===== src/rtl/sub_pkg.sv =====
// Shared definitions for the serial nibble subtractor.
//   NIBBLE_W     width of the borrow-lookahead cell slice
//   MAX_NIBBLES  largest supported operand width in nibbles
//   state_t      sequencer states
//   cnt_width()  nibble counter width, never narrower than one bit
package sub_pkg;

  localparam int NIBBLE_W    = 4;
  localparam int MAX_NIBBLES = 16;

  typedef enum logic {
    IDLE = 1'b0,
    RUN  = 1'b1
  } state_t;

  function automatic int cnt_width(input int n);
    return (n > 1) ? $clog2(n) : 1;
  endfunction

endpackage


===== src/rtl/serial_nibble_sub_if.sv =====
// Request/result bundle for serial_nibble_sub.
//   master: drives start, X, Y, Bin; observes busy, done, Diff, Bout, Zero
//   slave : the subtractor side of the same signals
interface serial_nibble_sub_if
  import sub_pkg::*;
#(
  parameter int NIBBLES = 4
) ();

  localparam int W = NIBBLES * NIBBLE_W;

  logic         start;
  logic [W-1:0] X;
  logic [W-1:0] Y;
  logic         Bin;
  logic         busy;
  logic         done;
  logic [W-1:0] Diff;
  logic         Bout;
  logic         Zero;

  modport master (
    output start, X, Y, Bin,
    input  busy, done, Diff, Bout, Zero
  );

  modport slave (
    input  start, X, Y, Bin,
    output busy, done, Diff, Bout, Zero
  );

endinterface


===== src/rtl/nibble_lookahead_sub.sv =====
// Combinational 4-bit borrow-lookahead subtractor cell: Diff = X - Y - Bin.
//   X, Y  nibble operands      Bin   borrow in
//   Diff  nibble difference    Bout  borrow out
module nibble_lookahead_sub
  import sub_pkg::*;
(
  output logic [NIBBLE_W-1:0] Diff,
  output logic                Bout,
  input  logic [NIBBLE_W-1:0] X,
  input  logic [NIBBLE_W-1:0] Y,
  input  logic                Bin
);

  logic [NIBBLE_W-1:0] p;
  logic [NIBBLE_W-1:0] g;
  logic [NIBBLE_W-1:0] a;   // borrow passes through a bit where X == Y
  logic [NIBBLE_W:0]   c;

  assign p = X ^ Y;
  assign g = ~X & Y;
  assign a = ~p;

  // Flattened lookahead: every borrow depends only on p/g and Bin.
  assign c[0] = Bin;
  assign c[1] = g[0] | (a[0] & Bin);
  assign c[2] = g[1] | (a[1] & g[0]) | (a[1] & a[0] & Bin);
  assign c[3] = g[2] | (a[2] & g[1]) | (a[2] & a[1] & g[0])
              | (a[2] & a[1] & a[0] & Bin);
  assign c[4] = g[3] | (a[3] & g[2]) | (a[3] & a[2] & g[1])
              | (a[3] & a[2] & a[1] & g[0])
              | (a[3] & a[2] & a[1] & a[0] & Bin);

  assign Diff = p ^ c[NIBBLE_W-1:0];
  assign Bout = c[NIBBLE_W];

endmodule


===== src/rtl/serial_nibble_sub.sv =====
// Multi-cycle unsigned subtractor: Diff = (X - Y - Bin) mod 2^W, one nibble
// per clock through a single borrow-lookahead cell, LSB nibble first.
//   clk    rising-edge clock
//   rst_n  asynchronous active-low reset
//   bus    slave side of serial_nibble_sub_if (start/X/Y/Bin in,
//          busy/done/Diff/Bout/Zero out)
//
// state | meaning
// IDLE  | waiting for start; Diff/Bout/Zero hold the last result
// RUN   | one nibble per cycle through the cell; leaves after the last one
module serial_nibble_sub
  import sub_pkg::*;
#(
  parameter int NIBBLES = 4
) (
  input  logic                clk,
  input  logic                rst_n,
  serial_nibble_sub_if.slave  bus
);

  localparam int              W     = NIBBLES * NIBBLE_W;
  localparam int              CNT_W = cnt_width(NIBBLES);
  localparam logic [CNT_W-1:0] LAST = CNT_W'(NIBBLES - 1);

  state_t              state;
  state_t              state_nxt;
  logic [CNT_W-1:0]    cnt;
  logic [W-1:0]        x_sr;
  logic [W-1:0]        y_sr;
  logic [W-1:0]        acc_sr;
  logic [W-1:0]        acc_nxt;
  logic [W-1:0]        diff_q;
  logic                brw;
  logic                bout_q;
  logic                zero_q;
  logic                done_q;
  logic [NIBBLE_W-1:0] cell_d;
  logic                cell_b;
  logic                accept;
  logic                last;

  nibble_lookahead_sub u_cell (
    .Diff (cell_d),
    .Bout (cell_b),
    .X    (x_sr[NIBBLE_W-1:0]),
    .Y    (y_sr[NIBBLE_W-1:0]),
    .Bin  (brw)
  );

  // New nibble enters at the top; after NIBBLES shifts the LSB nibble
  // computed first has arrived at bit 0.
  assign acc_nxt = (acc_sr >> NIBBLE_W) | (W'(cell_d) << (W - NIBBLE_W));

  assign accept = (state == IDLE) && bus.start;
  assign last   = (state == RUN) && (cnt == LAST);

  always_comb begin
    state_nxt = state;
    case (state)
      IDLE:    if (bus.start) state_nxt = RUN;
      RUN:     if (cnt == LAST) state_nxt = IDLE;
      default: state_nxt = IDLE;
    endcase
  end

  always_ff @(posedge clk or negedge rst_n) begin
    if (!rst_n) state <= IDLE;
    else        state <= state_nxt;
  end

  always_ff @(posedge clk or negedge rst_n) begin
    if (!rst_n) begin
      cnt    <= '0;
      x_sr   <= '0;
      y_sr   <= '0;
      acc_sr <= '0;
      brw    <= 1'b0;
      diff_q <= '0;
      bout_q <= 1'b0;
      zero_q <= 1'b0;
      done_q <= 1'b0;
    end else begin
      done_q <= 1'b0;
      if (accept) begin
        x_sr <= bus.X;
        y_sr <= bus.Y;
        brw  <= bus.Bin;
        cnt  <= '0;
      end else if (state == RUN) begin
        x_sr   <= x_sr >> NIBBLE_W;
        y_sr   <= y_sr >> NIBBLE_W;
        acc_sr <= acc_nxt;
        brw    <= cell_b;
        cnt    <= cnt + CNT_W'(1);
        if (last) begin
          diff_q <= acc_nxt;
          bout_q <= cell_b;
          zero_q <= (acc_nxt == '0);
          done_q <= 1'b1;
        end
      end
    end
  end

  assign bus.busy = (state == RUN);
  assign bus.done = done_q;
  assign bus.Diff = diff_q;
  assign bus.Bout = bout_q;
  assign bus.Zero = zero_q;

endmodule


===== src/flat_wrapper.sv =====
// flat-port wrapper written by rule: the top's interface ports become plain ports
module serial_nibble_sub_flat import sub_pkg::*;
#(
  parameter int NIBBLES = 4
)
  (clk, rst_n, bus_start, bus_X, bus_Y, bus_Bin, bus_busy, bus_done, bus_Diff, bus_Bout, bus_Zero);
  serial_nibble_sub_if #(.NIBBLES(NIBBLES)) bus_i ();
  input  logic clk;
  input  logic rst_n;
  input wire logic [$bits(bus_i.start)-1:0] bus_start;
  input wire logic [$bits(bus_i.X)-1:0] bus_X;
  input wire logic [$bits(bus_i.Y)-1:0] bus_Y;
  input wire logic [$bits(bus_i.Bin)-1:0] bus_Bin;
  output wire logic [$bits(bus_i.busy)-1:0] bus_busy;
  output wire logic [$bits(bus_i.done)-1:0] bus_done;
  output wire logic [$bits(bus_i.Diff)-1:0] bus_Diff;
  output wire logic [$bits(bus_i.Bout)-1:0] bus_Bout;
  output wire logic [$bits(bus_i.Zero)-1:0] bus_Zero;
  assign bus_i.start = bus_start;
  assign bus_i.X = bus_X;
  assign bus_i.Y = bus_Y;
  assign bus_i.Bin = bus_Bin;
  assign bus_busy = bus_i.busy;
  assign bus_done = bus_i.done;
  assign bus_Diff = bus_i.Diff;
  assign bus_Bout = bus_i.Bout;
  assign bus_Zero = bus_i.Zero;
  serial_nibble_sub #(.NIBBLES(NIBBLES)) u_core (.clk(clk), .rst_n(rst_n), .bus(bus_i));
endmodule

===== config.mk =====
export PLATFORM = sky130hd
export DESIGN_NAME = serial_nibble_sub_flat
export DESIGN_NICKNAME = d
export VERILOG_FILES = /design/src/rtl/sub_pkg.sv /design/src/rtl/serial_nibble_sub_if.sv /design/src/rtl/nibble_lookahead_sub.sv /design/src/rtl/serial_nibble_sub.sv /design/src/flat_wrapper.sv
export SDC_FILE = /design/constraint.sdc
export NUM_CORES = 1
export LEC_CHECK = 0
export BUFFER_PORTS_ARGS = -buffer_cell sky130_fd_sc_hd__buf_2
export CORE_MARGIN = 10
export CORE_UTILIZATION = 39
export CTS_BUF_LIST = sky130_fd_sc_hd__clkbuf_4
export CTS_CLUSTER_DIAMETER = 100
export CTS_CLUSTER_SIZE = 12
export DETAILED_ROUTE_END_ITERATION = 12
export GPL_TIMING_DRIVEN = 0
export PLACE_DENSITY = 0.66
export SLEW_MARGIN = 30
export SYNTH_ARGS = -nofsm -noshare
export SYNTH_HDL_FRONTEND = slang
export SYNTH_HIERARCHICAL = 1
export SYNTH_SLANG_ARGS = --single-unit

===== constraint.sdc =====
create_clock -name clk -period 2.73 [get_ports clk]
set_input_delay 0.4095 -clock clk [delete_from_list [all_inputs] [get_ports clk]]
set_output_delay 0.4095 -clock clk [all_outputs]
set_load 0.005 [all_outputs]

# Word level (Yosys, flattened, before mapping)
# Index checks and enable logic that the tools add are counted.
# op_classes
n_reduce_logical,6
n_addsub,1
mux,14
n_eq_ne,1
bitwise,34
# ops
operator,n
16-bit two-way mux,4
1-bit bitwise AND,16
16-bit zero test,1
12-bit by 16-bit bitwise OR with 16-bit output,1
1-bit bitwise OR,10
4-bit NOT,2
4-bit XOR,2
1-bit two-way mux,7
4-bit bitwise AND,1
2-bit two-way mux,2
3-bit AND reduction,1
2-bit by 1-bit adder with 2-bit output (second input constant),1
2-bit equality test (second input constant),1
1-bit logical AND,2
1-bit NOT,2
1-bit one-hot mux with 2 select lines,1
2-bit AND reduction,1
2-bit nonzero test,1
# totals
output_inout_bits,20
word_cells,66
reg_bits,71

# Longest topological paths before layout
# Gate-level depths: netlist of the first run.
# logic_depth
word_depth,9
depth_mapped,8
ltp_nobuf,8

# Hierarchy
# Netlist of the first run, hierarchy kept.
# modules_own_cells
mod,seq_area_each_um2,cells_per_inst,area_each_um2,instances
serial_nibble_sub,1676.6,216,2845.2,1
nibble_lookahead_sub,0.0,27,200.2,1

# Worst setup path before layout of the first run
# No wires, ideal clock.
# synth_path
path_kind,register -> register
startpoint,register u_core.x_sr[0]
endpoint,"register u_core.bout_q, in the netlist u_core/bus.Bout"
stages_incl_launch_ff,7
path_slack_ps,1121
t_arrival_ps,1483
path_buffers,0
setup_ps,125
cell_sequence,dfrtp_1 -> inv_1 -> ha_1 -> a21oi_1 -> nor2_1 -> a211o_1 -> mux2_4
# synth_via
elab_chain_cells,5
word_cells_on_any_way,9
cone_classes,bitwise: 9
# synth_rtl
item,line,rtl
"start, declared",serial_nibble_sub.sv:28,logic [W-1:0] x_sr;
"start signal, assigned",serial_nibble_sub.sv:85,x_sr <= bus.X;
"start signal, assigned",serial_nibble_sub.sv:90,x_sr <= x_sr >> NIBBLE_W;
4-bit NOT / 4-bit XOR (equally long branches),"nibble_lookahead_sub.sv:20, nibble_lookahead_sub.sv:19",
4-bit bitwise AND / 4-bit NOT (equally long branches),"nibble_lookahead_sub.sv:20, nibble_lookahead_sub.sv:21",
"1-bit bitwise AND, on equally long branches","nibble_lookahead_sub.sv:30, nibble_lookahead_sub.sv:31",
1-bit bitwise OR / 1-bit bitwise AND (equally long branches),"nibble_lookahead_sub.sv:30, nibble_lookahead_sub.sv:31",
1-bit bitwise OR (*),nibble_lookahead_sub.sv:31,| (a[3] & a[2] & a[1] & a[0] & Bin);
via u_core.cell_b,serial_nibble_sub.sv:38,logic cell_b;
"end signal, assigned",serial_nibble_sub.sv:97,bout_q <= cell_b;
"end, declared",serial_nibble_sub.sv:34,logic bout_q;
# Mark *: on every way through the listed nets, which the timed path passes. The rest lies on a longest branch.
# A chain may end at the register's enable or synchronous reset.

# Worst setup path in the final report of the first run
# layout_path
startpoint,register u_core.x_sr[0]
endpoint,"register u_core.zero_q, in the netlist u_core/bus.Zero"
# layout_via
elab_chain_cells,8
word_cells_on_any_way,19
cone_classes,bitwise: 18; reduce/logical: 1
# layout_rtl
item,line,rtl
4-bit NOT / 4-bit XOR (equally long branches),"nibble_lookahead_sub.sv:20, nibble_lookahead_sub.sv:19",
4-bit bitwise AND / 4-bit NOT (equally long branches),"nibble_lookahead_sub.sv:20, nibble_lookahead_sub.sv:21",
"1-bit bitwise AND, on equally long branches","nibble_lookahead_sub.sv:27, nibble_lookahead_sub.sv:28",
1-bit bitwise OR / 1-bit bitwise AND (equally long branches),"nibble_lookahead_sub.sv:27, nibble_lookahead_sub.sv:28",
1-bit bitwise OR (*),nibble_lookahead_sub.sv:28,| (a[2] & a[1] & a[0] & Bin);
4-bit XOR (*),nibble_lookahead_sub.sv:33,assign Diff = p ^ c[NIBBLE_W-1:0];
12-bit by 16-bit bitwise OR with 16-bit output (*),serial_nibble_sub.sv:52,assign acc_nxt = (acc_sr >> NIBBLE_W) | (W'(cell_d) << (W - NIBBLE_W));
via u_core.acc_nxt[15],serial_nibble_sub.sv:31,logic [W-1:0] acc_nxt;
16-bit zero test (*),serial_nibble_sub.sv:98,zero_q <= (acc_nxt == '0);
"end signal, assigned",serial_nibble_sub.sv:98,
"end, declared",serial_nibble_sub.sv:35,logic zero_q;
# Marked as above.

==> impl_metrics.py, run 1 <==
metrics = {
    "setup_path": {
        "arrival_ns": 2.30,
        "crit_path_top_delay_cell": "dfrtp_1",
        "crit_chain": "inv_1, ha_1, a21oi_1, nor2_1, nand3b_1, nor4_1, nand4_1, o21ai_0",
        "path_max_fanout": 3,
        "cp-start-kind": "flop",
        "endpoint_kind": "flop",
        "r2r_cells": 8,
        "criticalPathCategory": "reg -> reg",
        "worst_path_largest_cell_delay_ns": 0.41,
        "required_ns": 3.05,
    },
    "clocking": {
        "clockBufferDepth": 2,
        "clkLatencyLatePin_ns": 0.39,
        "postCtsSetupBuffers": 0,
        "cts_sinks": 67,
        "cts_resized": 0,
        "cts_tree": "built",
        "htree_levels": 3,
        "cts_root_buffer": "clkbuf_4",
        "cts-buffers-inserted": 9,
        "path_clk_slew_ns": 0.11,
    },
    "power": {
        "finalPower_mw": 4.26,
        "clock_power_share": 0.189,
        "power.leakage_nw": 1.86,
        "netSwitchingFraction": 0.338,
        "p_int_mw": 2.82,
        "ir_drop_uv": 517,
        "p_comb_frac": 0.411,
        "switching_power_mw": 1.44,
        "seqPwrFrac": 0.400,
        "power.density_nw_per_um2": 1160,
    },
    "timing": {
        "rsz0062_at_grt": "false",
        "min_period_over_period": 0.726,
        "slew_headroom": 0.641,
        "final.setup.tns_ns": 0,
        "final_hold_viol_count": 0,
        "setup_viol": 0,
        "worst_slew_pin_slew_ns": 0.539,
        "min_period_ns": 1.98,
        "fmax_mhz": 504,
        "fin_worst_skew_ns": 0.0115,
        "final_max_slew_viol_count": 0,
    },
    "drt": {
        "drcViolationCount": 0,
        "viasPerCell": 4.76,
        "wl_per_cell_um": 15.4,
        "wirelength_um": 6430,
        "vias": 1987,
        "ant_nets": 0,
        "dr.pass1.iters": 4,
        "drt-initial-drc-count": 79,
    },
    "place": {
        "dpl.hpwl_um": 4870,
        "io_buffers": 54,
        "post_dp_cell_area_um2": 3470,
        "dp_cells": 400,
        "place_congestion": 0.744,
    },
    "synth": {
        "yosys_warnings": 6,
        "synth_cell_type_count": 27,
        "syn_area_um2": 3050,
        "ys_top_cells_by_area": "dfrtp_1 (55%), mux2i_1 (11%), mux2_4 (8.4%)",
        "syn_nets": 286,
        "synth_top_area_frac": 0.551,
        "synth_cells": 243,
        "ys_seq_area_frac": 0.551,
        "ys_seq_elements": 67,
        "synth_top_area_cell": "dfrtp_1",
        "synth.avg_cell_area_um2": 12.5,
    },
    "floorplan": {
        "pin_count": 56,
        "die_height_um": 108,
        "start_util": 0.398,
        "rows": 32,
        "die-area_um2": 11700,
        "die_width_um": 108,
        "core_area_um2": 7650,
    },
    "finish": {
        "design_area_um2": 3650,
        "regArea_um2": 1680,
        "area_growth_syn_to_layout_pct": 20.0,
        "fill_cells": 714,
        "final_cells": 417,
        "num-nets-final": 353,
        "multi_input_area_um2": 1230,
        "final_common_cell": "dfrtp_1",
        "layout_common_cells": "dfrtp_1 (67), buf_2 (55), mux2i_1 (34)",
        "drive_gt1_frac": 0.352,
        "num_antenna_cells": 0,
    },
    "run": {
        "cap_violations": 0,
    },
    "grt": {
        "grt_max_degree": 36,
        "grt_use_total": 0.115,
        "gr-total-overflow": 0,
        "first_global_vias": 2131,
        "grt_pass1_wl_um": 10600,
        "antenna_found_initial": 0,
    },
    "min_path": {
        "hold_depth": 3,
        "hold_path_class": "in -> reg",
    },
    "run_status": {
        "status": "finished, final reports clean",
    },
}
-- flip-flops by register name (all words and copies together), names as in the netlist, 2 cells and up --
register         flops
u_core/bus.Diff     16
u_core/x_sr         16
u_core/cnt           2
u_core/acc_sr       12
u_core/y_sr         16
-- repair_timing --
item	in CTS	in global routing
endpoints found under the hold margin	34	0
hold buffers	1	0
endpoints found under the setup margin	0	0
-- per-layer routing --
layer	up-vias	wire length, um	GRT usage
met5	-	0	0
met4	0	27	0.0254
met3	4	594	0.0625
met2	56	2910	0.174
met1	945	2900	0.141
li1	982	-	-
-- power by group through the flow --
stage,logic [mW],clock network (mW),registers (mW)
after global routing,1.94,0.885,1.76
after global placement,1.71,0,1.71
after floorplan,1.28,0,1.66
after CTS,1.78,0.833,1.71
final,1.75,0.804,1.70
after detailed placement,1.77,0,1.73
-- area by class of cell --
class                   instances  share of cell area
clock inverters                 6              0.0284
clock buffers                  10              0.0205
flip-flops and latches         67               0.459
multi-input cells             154               0.338
plain buffers                  14              0.0284
repair buffers                 56              0.0828
inverters                       8             0.00822
well taps                     102              0.0349
-- Yosys cell counts (all sizes together) --
master and count:
dfrtp 67, mux2i 34, mux2 29, nand2 27
o21ai 27, nor2 11, buf 10, inv 8
ha 6, clkbuf 4, nor4 4, a21oi 3
a21o 2, nor3 2, xor2 2, a211o 1
a22o 1, fa 1, nand2b 1, nand3 1
nand3b 1, nand4 1
-- cell families after synthesis --
kind of cell    Yosys count  share of synthesized area
buf+inv                  22                     0.0440
flops                    67                      0.551
simple gates             48                     0.0674
compound gates           34                     0.0612
fa+ha+maj                 7                     0.0312
xor+xnor                  2                    0.00575
mux                      63                      0.240
-- critical path, delay by kind of cell, from the launching register on --
family	cells	cell delay (ns)
adder cells (fa/ha/maj)	1	0.31
flip-flops	1	0.41
AND/OR/NAND/NOR	4	0.72
AO/OA/AOI/OAI	2	0.38
buffers and inverters	1	0.08
-- worst paths after layout --
| kind | startpoint | to | slack, ns |
|---|---|---|---|
| worst min-delay path | bus_X[15] | u_core/x_sr[15]$_DFFE_PN0P_ | 0.25 |
| worst min register to register | u_core/x_sr[4]$_DFFE_PN0P_ | u_core/x_sr[0]$_DFFE_PN0P_ | 0.49 |
| worst max-delay path | u_core/x_sr[0]$_DFFE_PN0P_ | u_core/bus.Zero$_DFFE_PN0P_ | 0.75 |
| min in group asynchronous | rst_n | u_core/bus.Diff[10]$_DFFE_PN0P_ | 0.49 |
| worst max register to register | u_core/x_sr[0]$_DFFE_PN0P_ | u_core/bus.Zero$_DFFE_PN0P_ | 0.75 |
| max in group asynchronous | rst_n | u_core/x_sr[2]$_DFFE_PN0P_ | 1.71 |
-- metrics by stage --
stage | utilization | setup slack (ns) | hold slack [ns]
floorplan | - | 1.12 | 0.114
global placement | 0.450 | 0.872 | 0.461
detailed placement | 0.453 | 0.783 | 0.390
CTS | 0.478 | 0.762 | 0.216
global route | 0.478 | 0.524 | 0.210
finish | 0.478 | 0.747 | 0.253
Power figures use the tool's default switching activity.
==> run 2, diff against run 1 <==
- PLACE_DENSITY: 0.66 -> 0.69
- clock period: 2.73 -> 1.8 ns (I/O delays scaled with it)
==> run 2 against run 1 <==
Net effect: global-route usage hardly changed; count of clock-buffer cells in the layout is 1 higher; die area stayed put; flip-flop and latch count stayed put; first-iteration DRC count is 8.9% lower; worst setup slack worse by 0.72 ns; clock skew is 0.0049 ns lower; register-to-register slack worse by 0.72 ns; clock power is 3.7% lower; combinational power is 76% higher; power is 52% higher; largest cell class unchanged; largest power group unchanged.
==> impl_metrics.py, run 2 (same netlist as run 1, synthesis figures left out) <==
metrics = {
    "run_status": {
        "status": "finished, final reports clean",
    },
    "grt": {
        "antenna_found_initial": 0,
        "first_global_vias": 2133,
        "grt_util_met2": 0.181,
        "grt_max_degree": 41,
        "met1_usage": 0.141,
        "gr-total-overflow": 0,
        "busiest_layer": "met2",
        "grt_use_met3": 0.0577,
        "grt_use_total": 0.115,
        "grt_pass1_wl_um": 10800,
    },
    "setup_path": {
        "crit_chain": "ha_4, a21o_1, a21oi_2, xor2_2, nor4_2, nand4_1, o21ai_1",
        "path_max_fanout": 4,
        "cp_top_family": "compound AO/OA/AOI/OAI gates",
        "crit_buf_inv": 0,
        "crit_path_top_delay_cell": "dfrtp_2",
        "endpoint_kind": "flop",
        "required_ns": 2.12,
        "criticalPathCategory": "reg -> reg",
        "arrival_ns": 2.09,
        "worst_path_largest_cell_delay_ns": 0.46,
        "cp-start-kind": "flop",
    },
    "floorplan": {
        "rows": 32,
        "pin_count": 56,
        "die_width_um": 108,
        "die-area_um2": 11700,
        "die_height_um": 108,
        "start_util": 0.398,
        "core_area_um2": 7650,
    },
    "drt": {
        "wl_per_cell_um": 15.3,
        "vias": 2017,
        "wirelength_um": 6430,
        "drcViolationCount": 0,
        "viasPerCell": 4.79,
        "dr.pass1.iters": 5,
        "ant_nets": 0,
        "drt-initial-drc-count": 72,
    },
    "power": {
        "p_comb_frac": 0.477,
        "netSwitchingFraction": 0.353,
        "power.leakage_nw": 1.86,
        "seqPwrFrac": 0.403,
        "clock_power_share": 0.120,
        "p_int_mw": 4.17,
        "finalPower_mw": 6.45,
        "switching_power_mw": 2.28,
        "power.density_nw_per_um2": 1750,
        "ir_drop_uv": 592,
    },
    "clocking": {
        "cts_tree": "built",
        "cts_root_buffer": "clkbuf_4",
        "clkLatencyLatePin_ns": 0.39,
        "cts-buffers-inserted": 9,
        "htree_levels": 3,
        "cts_sinks": 67,
        "clockBufferDepth": 2,
        "path_clk_slew_ns": 0.10,
    },
    "finish": {
        "num-nets-final": 358,
        "layout_common_cells": "dfrtp_1 (66), buf_2 (55), mux2i_1 (34)",
        "final_common_cell": "dfrtp_1",
        "fin_util": 0.482,
        "area_growth_syn_to_layout_pct": 21.1,
        "num_antenna_cells": 0,
        "drive_gt1_frac": 0.398,
    },
    "timing": {
        "final_hold_viol_count": 0,
        "setup_viol": 0,
        "final.setup.tns_ns": 0,
        "min_period_over_period": 0.983,
        "min_period_ns": 1.77,
        "fin_worst_skew_ns": 0.00666,
        "slew_headroom": 0.657,
        "fmax_mhz": 565,
        "final_max_slew_viol_count": 0,
        "rsz0062_at_grt": "true",
        "worst_slew_pin_slew_ns": 0.515,
    },
    "min_path": {
        "hold_path_class": "in -> reg",
    },
    "place": {
        "dpl.hpwl_um": 4810,
        "io_buffers": 54,
        "place_congestion": 0.742,
    },
    "run": {
        "cap_violations": 0,
    },
}
## run 2: power groups by stage
stage	sequential, mW	combinational (mW)	clock, mW
5_1_grt	2.69	3.43	0.890
3_3_place_gp	2.59	2.58	0
6_report	2.60	3.08	0.774
3_5_place_dp	2.62	2.67	0
2_1_floorplan	2.51	1.95	0
4_1_cts	2.59	2.89	0.814
## run 2: cell type report
class / instances / area [um^2]
Fill cell: 726 / 3960
Sequential cell: 67 / 1680
Multi-Input combinational cell: 154 / 1310
Timing Repair Buffer: 61 / 340
Tap cell: 102 / 128
Buffer: 14 / 104
Clock buffer: 11 / 82.6
Inverter: 8 / 30.0
Clock inverter: 4 / 18.8
## run 2: final timing paths
check	cells after the start	end	start	slack [ns]
worst max register to register	7	u_core/bus.Zero$_DFFE_PN0P_	u_core/y_sr[0]$_DFFE_PN0P_	0.03
worst min-delay path	3	u_core/y_sr[15]$_DFFE_PN0P_	bus_Y[15]	0.11
max in group asynchronous	3	u_core/y_sr[0]$_DFFE_PN0P_	rst_n	0.92
worst max-delay path	7	u_core/bus.Zero$_DFFE_PN0P_	u_core/y_sr[0]$_DFFE_PN0P_	0.03
worst min register to register	2	u_core/x_sr[10]$_DFFE_PN0P_	u_core/x_sr[14]$_DFFE_PN0P_	0.48
min in group asynchronous	2	u_core/bus.Diff[10]$_DFFE_PN0P_	rst_n	0.32
## run 2: routing by layer
metal,vias to the layer above,part of all wire
met1,968,0.44
met2,59,0.46
li1,984,-
met3,6,0.086
met4,0,0.0075
met5,-,0
## run 2: worst register-to-register path, stage by stage (launching register included)
cell	delay [ns]
dfrtp_2	0.46
ha_4	0.23
a21o_1	0.18
a21oi_2	0.16
xor2_2	0.11
nor4_2	0.22
nand4_1	0.14
o21ai_1	0.19
## run 2: per-stage QoR
stage / setup slack, ns / std cells / instance area [um^2] / hold slack, ns
2_1_floorplan: 0.191 / 243 / 3050 / -0.0256
3_3_place_gp: -0.0467 / 399 / 3440 / 0.461
3_5_place_dp: -0.108 / 400 / 3470 / 0.216
4_1_cts: 0.0140 / 419 / 3630 / 0.0900
5_1_grt: -0.0556 / 421 / 3690 / 0.110
6_report: 0.0302 / 421 / 3690 / 0.112
## run 2: timing repair
action | 4_1_cts | 5_1_grt
pin swaps | 1 | 8
resized for setup | 5 | 9
cloned | 0 | 0
setup endpoints to repair | 1 | 2
hold endpoints to repair | 27 | 0
hold buffers | 1 | 0
buffers inserted | 3 | 2
